## src/rtl/execute_stage.sv

```systemverilog
// rtl/execute_stage.sv - EX stage: condition check, ALU, NZCV flags, branch target, shadow squash
module execute_stage #(
    parameter int BR_SHADOW = 2
) (
    input  logic        clk,
    input  logic        reset,
    input  logic        stall,
    input  logic        flush,
    input  logic [31:0] pc_in,
    input  logic [31:0] dataA_in,
    input  logic [31:0] dataB_in,
    input  logic [31:0] br_se_in,
    input  logic [31:0] ls_se_in,
    input  logic [31:0] alu_se_in,
    input  logic [3:0]  rd_in,
    input  logic [10:0] sign_in,
    input  logic [3:0]  br_cond_in,
    output logic [31:0] alu_result_out,
    output logic [31:0] store_data_out,
    output logic [3:0]  rd_out,
    output logic        reg_write_out,
    output logic        mem_read_out,
    output logic        mem_write_out,
    output logic        mem_to_reg_out,
    output logic        branch_taken_out,
    output logic [31:0] branch_target_out,
    output logic [3:0]  flags_out,
    output logic        valid_out
);
    localparam logic [2:0] OP_ADD = 3'b000;
    localparam logic [2:0] OP_SUB = 3'b001;
    localparam logic [2:0] OP_AND = 3'b010;
    localparam logic [2:0] OP_ORR = 3'b011;
    localparam logic [2:0] OP_EOR = 3'b100;
    localparam logic [2:0] OP_MOV = 3'b101;
    localparam logic [2:0] OP_MVN = 3'b110;
    localparam logic [2:0] OP_CMP = 3'b111;
    localparam logic [1:0] SHADOW_LOAD = 2'(BR_SHADOW);

    logic        c_reg_write, c_mem_read, c_mem_write, c_mem_to_reg;
    logic        c_alu_src, c_imm_sel, c_branch, c_set_flags;
    logic [2:0]  c_alu_op;

    assign c_reg_write  = sign_in[0];
    assign c_mem_read   = sign_in[1];
    assign c_mem_write  = sign_in[2];
    assign c_mem_to_reg = sign_in[3];
    assign c_alu_src    = sign_in[4];
    assign c_imm_sel    = sign_in[5];
    assign c_branch     = sign_in[6];
    assign c_set_flags  = sign_in[7];
    assign c_alu_op     = sign_in[10:8];

    logic [31:0] alu_result_q, store_data_q, branch_target_q;
    logic [3:0]  rd_q, flags_q, flags_d;
    logic        reg_write_q, mem_read_q, mem_write_q, mem_to_reg_q;
    logic        branch_taken_q, valid_q;
    logic [1:0]  shadow_q, shadow_d;

    logic        flag_n, flag_z, flag_c, flag_v;
    assign {flag_n, flag_z, flag_c, flag_v} = flags_q;

    logic        cond_pass, exec, advance;
    logic [31:0] op_b, alu_res;
    logic [32:0] add_w, sub_w;
    logic        arith, res_c, res_v;

    // Condition field evaluated against the architectural flags register
    always_comb begin
        cond_pass = 1'b0;
        case (br_cond_in)
            4'b0000: cond_pass = flag_z;
            4'b0001: cond_pass = !flag_z;
            4'b0010: cond_pass = flag_c;
            4'b0011: cond_pass = !flag_c;
            4'b0100: cond_pass = flag_n;
            4'b0101: cond_pass = !flag_n;
            4'b0110: cond_pass = flag_v;
            4'b0111: cond_pass = !flag_v;
            4'b1000: cond_pass = flag_c && !flag_z;
            4'b1001: cond_pass = !flag_c || flag_z;
            4'b1010: cond_pass = (flag_n == flag_v);
            4'b1011: cond_pass = (flag_n != flag_v);
            4'b1100: cond_pass = !flag_z && (flag_n == flag_v);
            4'b1101: cond_pass = flag_z || (flag_n != flag_v);
            4'b1110: cond_pass = 1'b1;
            default: cond_pass = 1'b0;
        endcase
    end

    assign advance = flush || !stall;
    assign exec    = cond_pass && (shadow_q == 2'd0) && !flush;
    assign op_b    = c_alu_src ? (c_imm_sel ? ls_se_in : alu_se_in) : dataB_in;
    assign add_w   = {1'b0, dataA_in} + {1'b0, op_b};
    assign sub_w   = {1'b0, dataA_in} + {1'b0, ~op_b} + 33'd1;

    // ALU result plus carry/overflow for the arithmetic ops
    always_comb begin
        alu_res = add_w[31:0];
        res_c   = add_w[32];
        res_v   = (dataA_in[31] == op_b[31]) && (add_w[31] != dataA_in[31]);
        arith   = 1'b0;
        case (c_alu_op)
            OP_ADD: arith = 1'b1;
            OP_SUB, OP_CMP: begin
                alu_res = sub_w[31:0];
                res_c   = sub_w[32];
                res_v   = (dataA_in[31] != op_b[31]) && (sub_w[31] != dataA_in[31]);
                arith   = 1'b1;
            end
            OP_AND:  alu_res = dataA_in & op_b;
            OP_ORR:  alu_res = dataA_in | op_b;
            OP_EOR:  alu_res = dataA_in ^ op_b;
            OP_MOV:  alu_res = op_b;
            OP_MVN:  alu_res = ~op_b;
            default: alu_res = add_w[31:0];
        endcase
    end

    // Next flags: logical ops keep C and V; squashed or non-setting ops keep all
    always_comb begin
        flags_d = flags_q;
        if (exec && (c_set_flags || c_alu_op == OP_CMP)) begin
            flags_d[3] = alu_res[31];
            flags_d[2] = (alu_res == 32'd0);
            if (arith) begin
                flags_d[1] = res_c;
                flags_d[0] = res_v;
            end
        end
    end

    // Shadow counter: flush clears, taken branch reloads, otherwise count down
    always_comb begin
        shadow_d = shadow_q;
        if (flush)
            shadow_d = 2'd0;
        else if (exec && c_branch)
            shadow_d = SHADOW_LOAD;
        else if (shadow_q != 2'd0)
            shadow_d = shadow_q - 2'd1;
    end

    // EX/MEM register bank; holds on stall unless flushed
    always_ff @(posedge clk or negedge reset) begin
        if (!reset) begin
            alu_result_q    <= 32'd0;
            store_data_q    <= 32'd0;
            branch_target_q <= 32'd0;
            rd_q            <= 4'd0;
            flags_q         <= 4'd0;
            reg_write_q     <= 1'b0;
            mem_read_q      <= 1'b0;
            mem_write_q     <= 1'b0;
            mem_to_reg_q    <= 1'b0;
            branch_taken_q  <= 1'b0;
            valid_q         <= 1'b0;
            shadow_q        <= 2'd0;
        end else if (advance) begin
            alu_result_q    <= alu_res;
            store_data_q    <= dataB_in;
            branch_target_q <= pc_in + {br_se_in[29:0], 2'b00};
            rd_q            <= rd_in;
            flags_q         <= flags_d;
            reg_write_q     <= exec && c_reg_write && (c_alu_op != OP_CMP);
            mem_read_q      <= exec && c_mem_read;
            mem_write_q     <= exec && c_mem_write;
            mem_to_reg_q    <= exec && c_mem_to_reg;
            branch_taken_q  <= exec && c_branch;
            valid_q         <= exec;
            shadow_q        <= shadow_d;
        end
    end

    assign alu_result_out    = alu_result_q;
    assign store_data_out    = store_data_q;
    assign branch_target_out = branch_target_q;
    assign rd_out            = rd_q;
    assign flags_out         = flags_q;
    assign reg_write_out     = reg_write_q;
    assign mem_read_out      = mem_read_q;
    assign mem_write_out     = mem_write_q;
    assign mem_to_reg_out    = mem_to_reg_q;
    assign branch_taken_out  = branch_taken_q;
    assign valid_out         = valid_q;
endmodule
```

## config.mk

```make
export PLATFORM = sky130hd
export DESIGN_NAME = execute_stage
export DESIGN_NICKNAME = d
export VERILOG_FILES = /design/src/rtl/execute_stage.sv
export SDC_FILE = /design/constraint.sdc
export NUM_CORES = 1
export LEC_CHECK = 0
export BUFFER_PORTS_ARGS = -buffer_cell sky130_fd_sc_hd__buf_4
export CAP_MARGIN = 25
export CORE_MARGIN = 1
export CORE_UTILIZATION = 50
export CTS_BUF_LIST = sky130_fd_sc_hd__clkbuf_8
export CTS_CLUSTER_SIZE = 30
export DETAILED_ROUTE_END_ITERATION = 16
export PLACE_DENSITY_LB_ADDON = 0.3
export SYNTH_ARGS = -nofsm -noshare
export SYNTH_HDL_FRONTEND = slang
export SYNTH_SLANG_ARGS = --single-unit
export TNS_END_PERCENT = 50
```

## constraint.sdc

```tcl
create_clock -name clk -period 5.35 [get_ports clk]
set_clock_uncertainty 0.15 [all_clocks]
set_input_delay 0.2675 -clock clk [delete_from_list [all_inputs] [get_ports clk]]
set_output_delay 0.2675 -clock clk [all_outputs]
set_load 0.005 [all_outputs]
```

==> results.py <==
metrics = {
    "synthesis": {
        "synthCells": 1712,
        "yosysSeqAreaShare_pct": 21.90,
        "synth_cell_types": 82,
        "syn_nets": 2078,
        "yosysWarnings": 0,
        "synthesis.area_mm2": 0.01280,
        "synth-simple-area-share_pct": 21.71,
        "synth-seq-cells": 112,
        "avgSynthCellArea_um2": 7.475,
        "synth.area.mux_share_pct": 4.351,
        "synth-edff-count": 0,
        "synth-xor-area-share_pct": 3.696,
        "ys.flop_type": "dfrtp_1",
        "synthAdderAreaFrac_pct": 14.94,
        "synth_compound_area_share_pct": 27.61,
        "async_flop_share_pct": 100.0,
        "synth_top_family_by_area": "compound AO/OA/AOI/OAI gates",
    },
    "finish": {
        "layout_common_cells": "buf_4 (346), nand2_1 (237), nor2_1 (196)",
        "syn_to_final_growth_pct": 25.99,
        "seq_area_mm2": 0.002803,
        "finalInstanceArea_mm2": 0.01612,
        "final_common_cell": "buf_4",
        "final_core_util_pct": 64.21,
        "num-fill-cells": 2294,
        "multi_input_area_mm2": 0.009275,
        "nets": 2395,
        "drive_above_1_share_pct": 19.27,
        "antenna_cells": 0,
    },
    "timing": {
        "grt_setup_unrepaired": "no",
        "setup_violations": 0,
        "hold_viol_final": 0,
        "holdWs_ps": 16.49,
        "setup_tns_ps": 0,
        "min_period_ps": 4951,
        "worst_slew_pin_slew_ps": 1008,
        "slew_headroom_pct": 32.78,
        "period_share_pct": 92.54,
        "slew_violations": 0,
        "fmax_ghz": 0.2020,
    },
    "detailed_routing": {
        "dr.pass1.iters": 6,
        "postRouteAntennaNets": 0,
        "drt_iter0_drc": 1457,
        "vias": 14480,
        "drt-wirelength-per-cell_um": 20.53,
        "wirelength_um": 48530,
        "drc": 0,
        "routed_via_density": 6.124,
    },
    "cts": {
        "cts.path.max_buffers": 2,
        "cts_sinks": 112,
        "clk_latency_ps": 370,
        "cts_made_buffers": 9,
        "path_clk_slew_ps": 110,
        "cts_resized": 0,
        "tritoncts": "yes",
        "htreeDepth": 3,
        "root_buffer": "clkbuf_8",
    },
    "power_and_ir_drop": {
        "swShare_pct": 42.12,
        "pwr-share-seq_pct": 31.4,
        "vdd_drop_max_v": 0.0001446,
        "leakage_nw": 7.992,
        "pwr-share-clk_pct": 14.0,
        "p_switching_mw": 1.454,
        "cellPowerDensity_mw_per_mm2": 214.1,
        "comb_power_share_pct": 54.6,
        "intPower_mw": 1.998,
    },
    "worst_setup_path": {
        "critPathRequiredTime_ps": 5460,
        "crit_fanout": 6,
        "endpoint_kind": "flop",
        "r2r_start": "flags_out[3]$_DFFE_PN0P_",
        "critical_path_class": "input pin to flop",
        "worstPathArrival_ps": 5060,
        "crit_start": "dataB_in[1]",
        "start_kind": "input pin",
    },
    "min_path": {
        "hold_path.class": "input pin to flop",
        "hp-start": "sign_in[3]",
    },
    "grt": {
        "grt_pass1_wl_um": 73350,
        "grt_pass1_vias": 13240,
        "antenna_found_initial": 0,
        "grt_max_degree": 98,
        "track_usage_pct": 35.80,
        "grt.overflow.total": 0,
    },
    "die": {
        "std_cell_rows": 58,
        "start_util_pct": 50.97,
        "die_w_um": 162.0,
        "core-area_mm2": 0.02511,
        "die_h_um": 162.0,
        "die_area_mm2": 0.02624,
        "ios": 325,
    },
    "place": {
        "gp_congestion": 1.001,
        "dpl_cell_area_mm2": 0.01550,
        "dp_hpwl_um": 37510,
        "io_buffer_count": 322,
    },
    "flow_run": {
        "drv_cap": 0,
    },
    "run_status": {
        "outcome": "finished clean",
    },
}
## final timing paths
check,slack [ps],endpoint,depth (start not counted)
max,400,flags_out[2]$_DFFE_PN0P_,17
min in group asynchronous,370,branch_target_out[31]$_DFFE_PN0P_,2
min,20,mem_to_reg_out$_DFFE_PN0P_,3
max reg2reg,1540,flags_out[2]$_DFFE_PN0P_,11
max in group asynchronous,3480,branch_target_out[27]$_DFFE_PN0P_,3
min reg2reg,330,store_data_out[29]$_DFFE_PN0P_,2
## synth_stat cells (all sizes together) (22+ instances only)
cell    count  area share [%]
nor2b      23             1.1
inv       109             3.2
o21ai     101             3.9
dfrtp     112              22
ha        148              14
clkbuf     67             2.0
nor3       31             1.2
mux2i      44             3.5
nand2     237             7.0
xnor2      32             2.2
xor2       22             1.5
a21oi     141             5.5
nor2      197             5.8
a21o       45             2.6
## sequential cells by signal, indices dropped and copies added (netlist names)
name               cells
alu_result_out        32
branch_taken_out       1
branch_target_out     32
flags_out              4
mem_read_out           1
mem_to_reg_out         1
mem_write_out          1
rd_out                 4
reg_write_out          1
shadow_q               2
store_data_out        32
valid_out              1
## kinds of logic (layout without fill, tap and decap cells)
kind of cell | Yosys count | in the layout
adder cells (fa/ha/maj) | 151 | 151
flip-flops | 112 | 112
AO/OA/AOI/OAI | 531 | 531
AND/OR/NAND/NOR | 616 | 616
XOR/XNOR | 54 | 54
multiplexers | 54 | 54
buffers and inverters | 194 | 516
## final cells by class
| type | instances | share of cell area [%] |
|---|---|---|
| clock buffers | 10 | 0.8536 |
| repair buffers | 390 | 18.83 |
| flip-flops and latches | 112 | 17.38 |
| clock inverters | 6 | 0.2871 |
| multi-input cells | 1406 | 57.53 |
| inverters | 110 | 2.561 |
| well taps | 330 | 2.561 |
## power by group through the flow
stage	Clock, mW	Combinational [mW]	Sequential (mW)
2_1_floorplan	0	1.05	1.09
3_3_place_gp	0	1.78	1.10
3_5_place_dp	0	1.81	1.10
4_1_cts	0.488	1.84	1.09
5_1_grt	0.530	2.03	1.10
6_report	0.483	1.88	1.09
## stage by stage
step	instances	setup WS, ps	power [mW]
after global placement	2304	528.4	2.874
after global routing	2364	68.87	3.668
after CTS	2362	538.0	3.413
final	2364	399.2	3.452
after detailed placement	2304	339.9	2.910
after floorplan	1712	762.5	2.141
## metal layers
metal	wire length, um	part of all wire, %	GRT usage, %	vias up
met5	0	0	0	-
met4	1685	3.5	13.04	0
met3	5096	11	7.406	113
met2	21970	45	57.67	809
met1	19780	41	47.20	6816
li1	-	-	-	6738
## what timing repair did
action / CTS / global route
setup buffers: 0 / 0
endpoints found under the hold margin: 100 / 1
hold buffers: 42 / 1
## worst max-delay path, stage by stage
cell           delay [ps]
dlygate4sd3_1         540
buf_4                 120
nor2_1                 40
a21oi_1               440
inv_1                 200
ha_1                  350
a211o_1               310
a41oi_1               320
a21oi_1               230
a211o_1               350
a211oi_1              360
o31ai_1               210
a311oi_1              500
mux2i_1               150
nor3_1                420
or2_2                 190
o21ai_1                60
(Power assumes the default switching activity.)
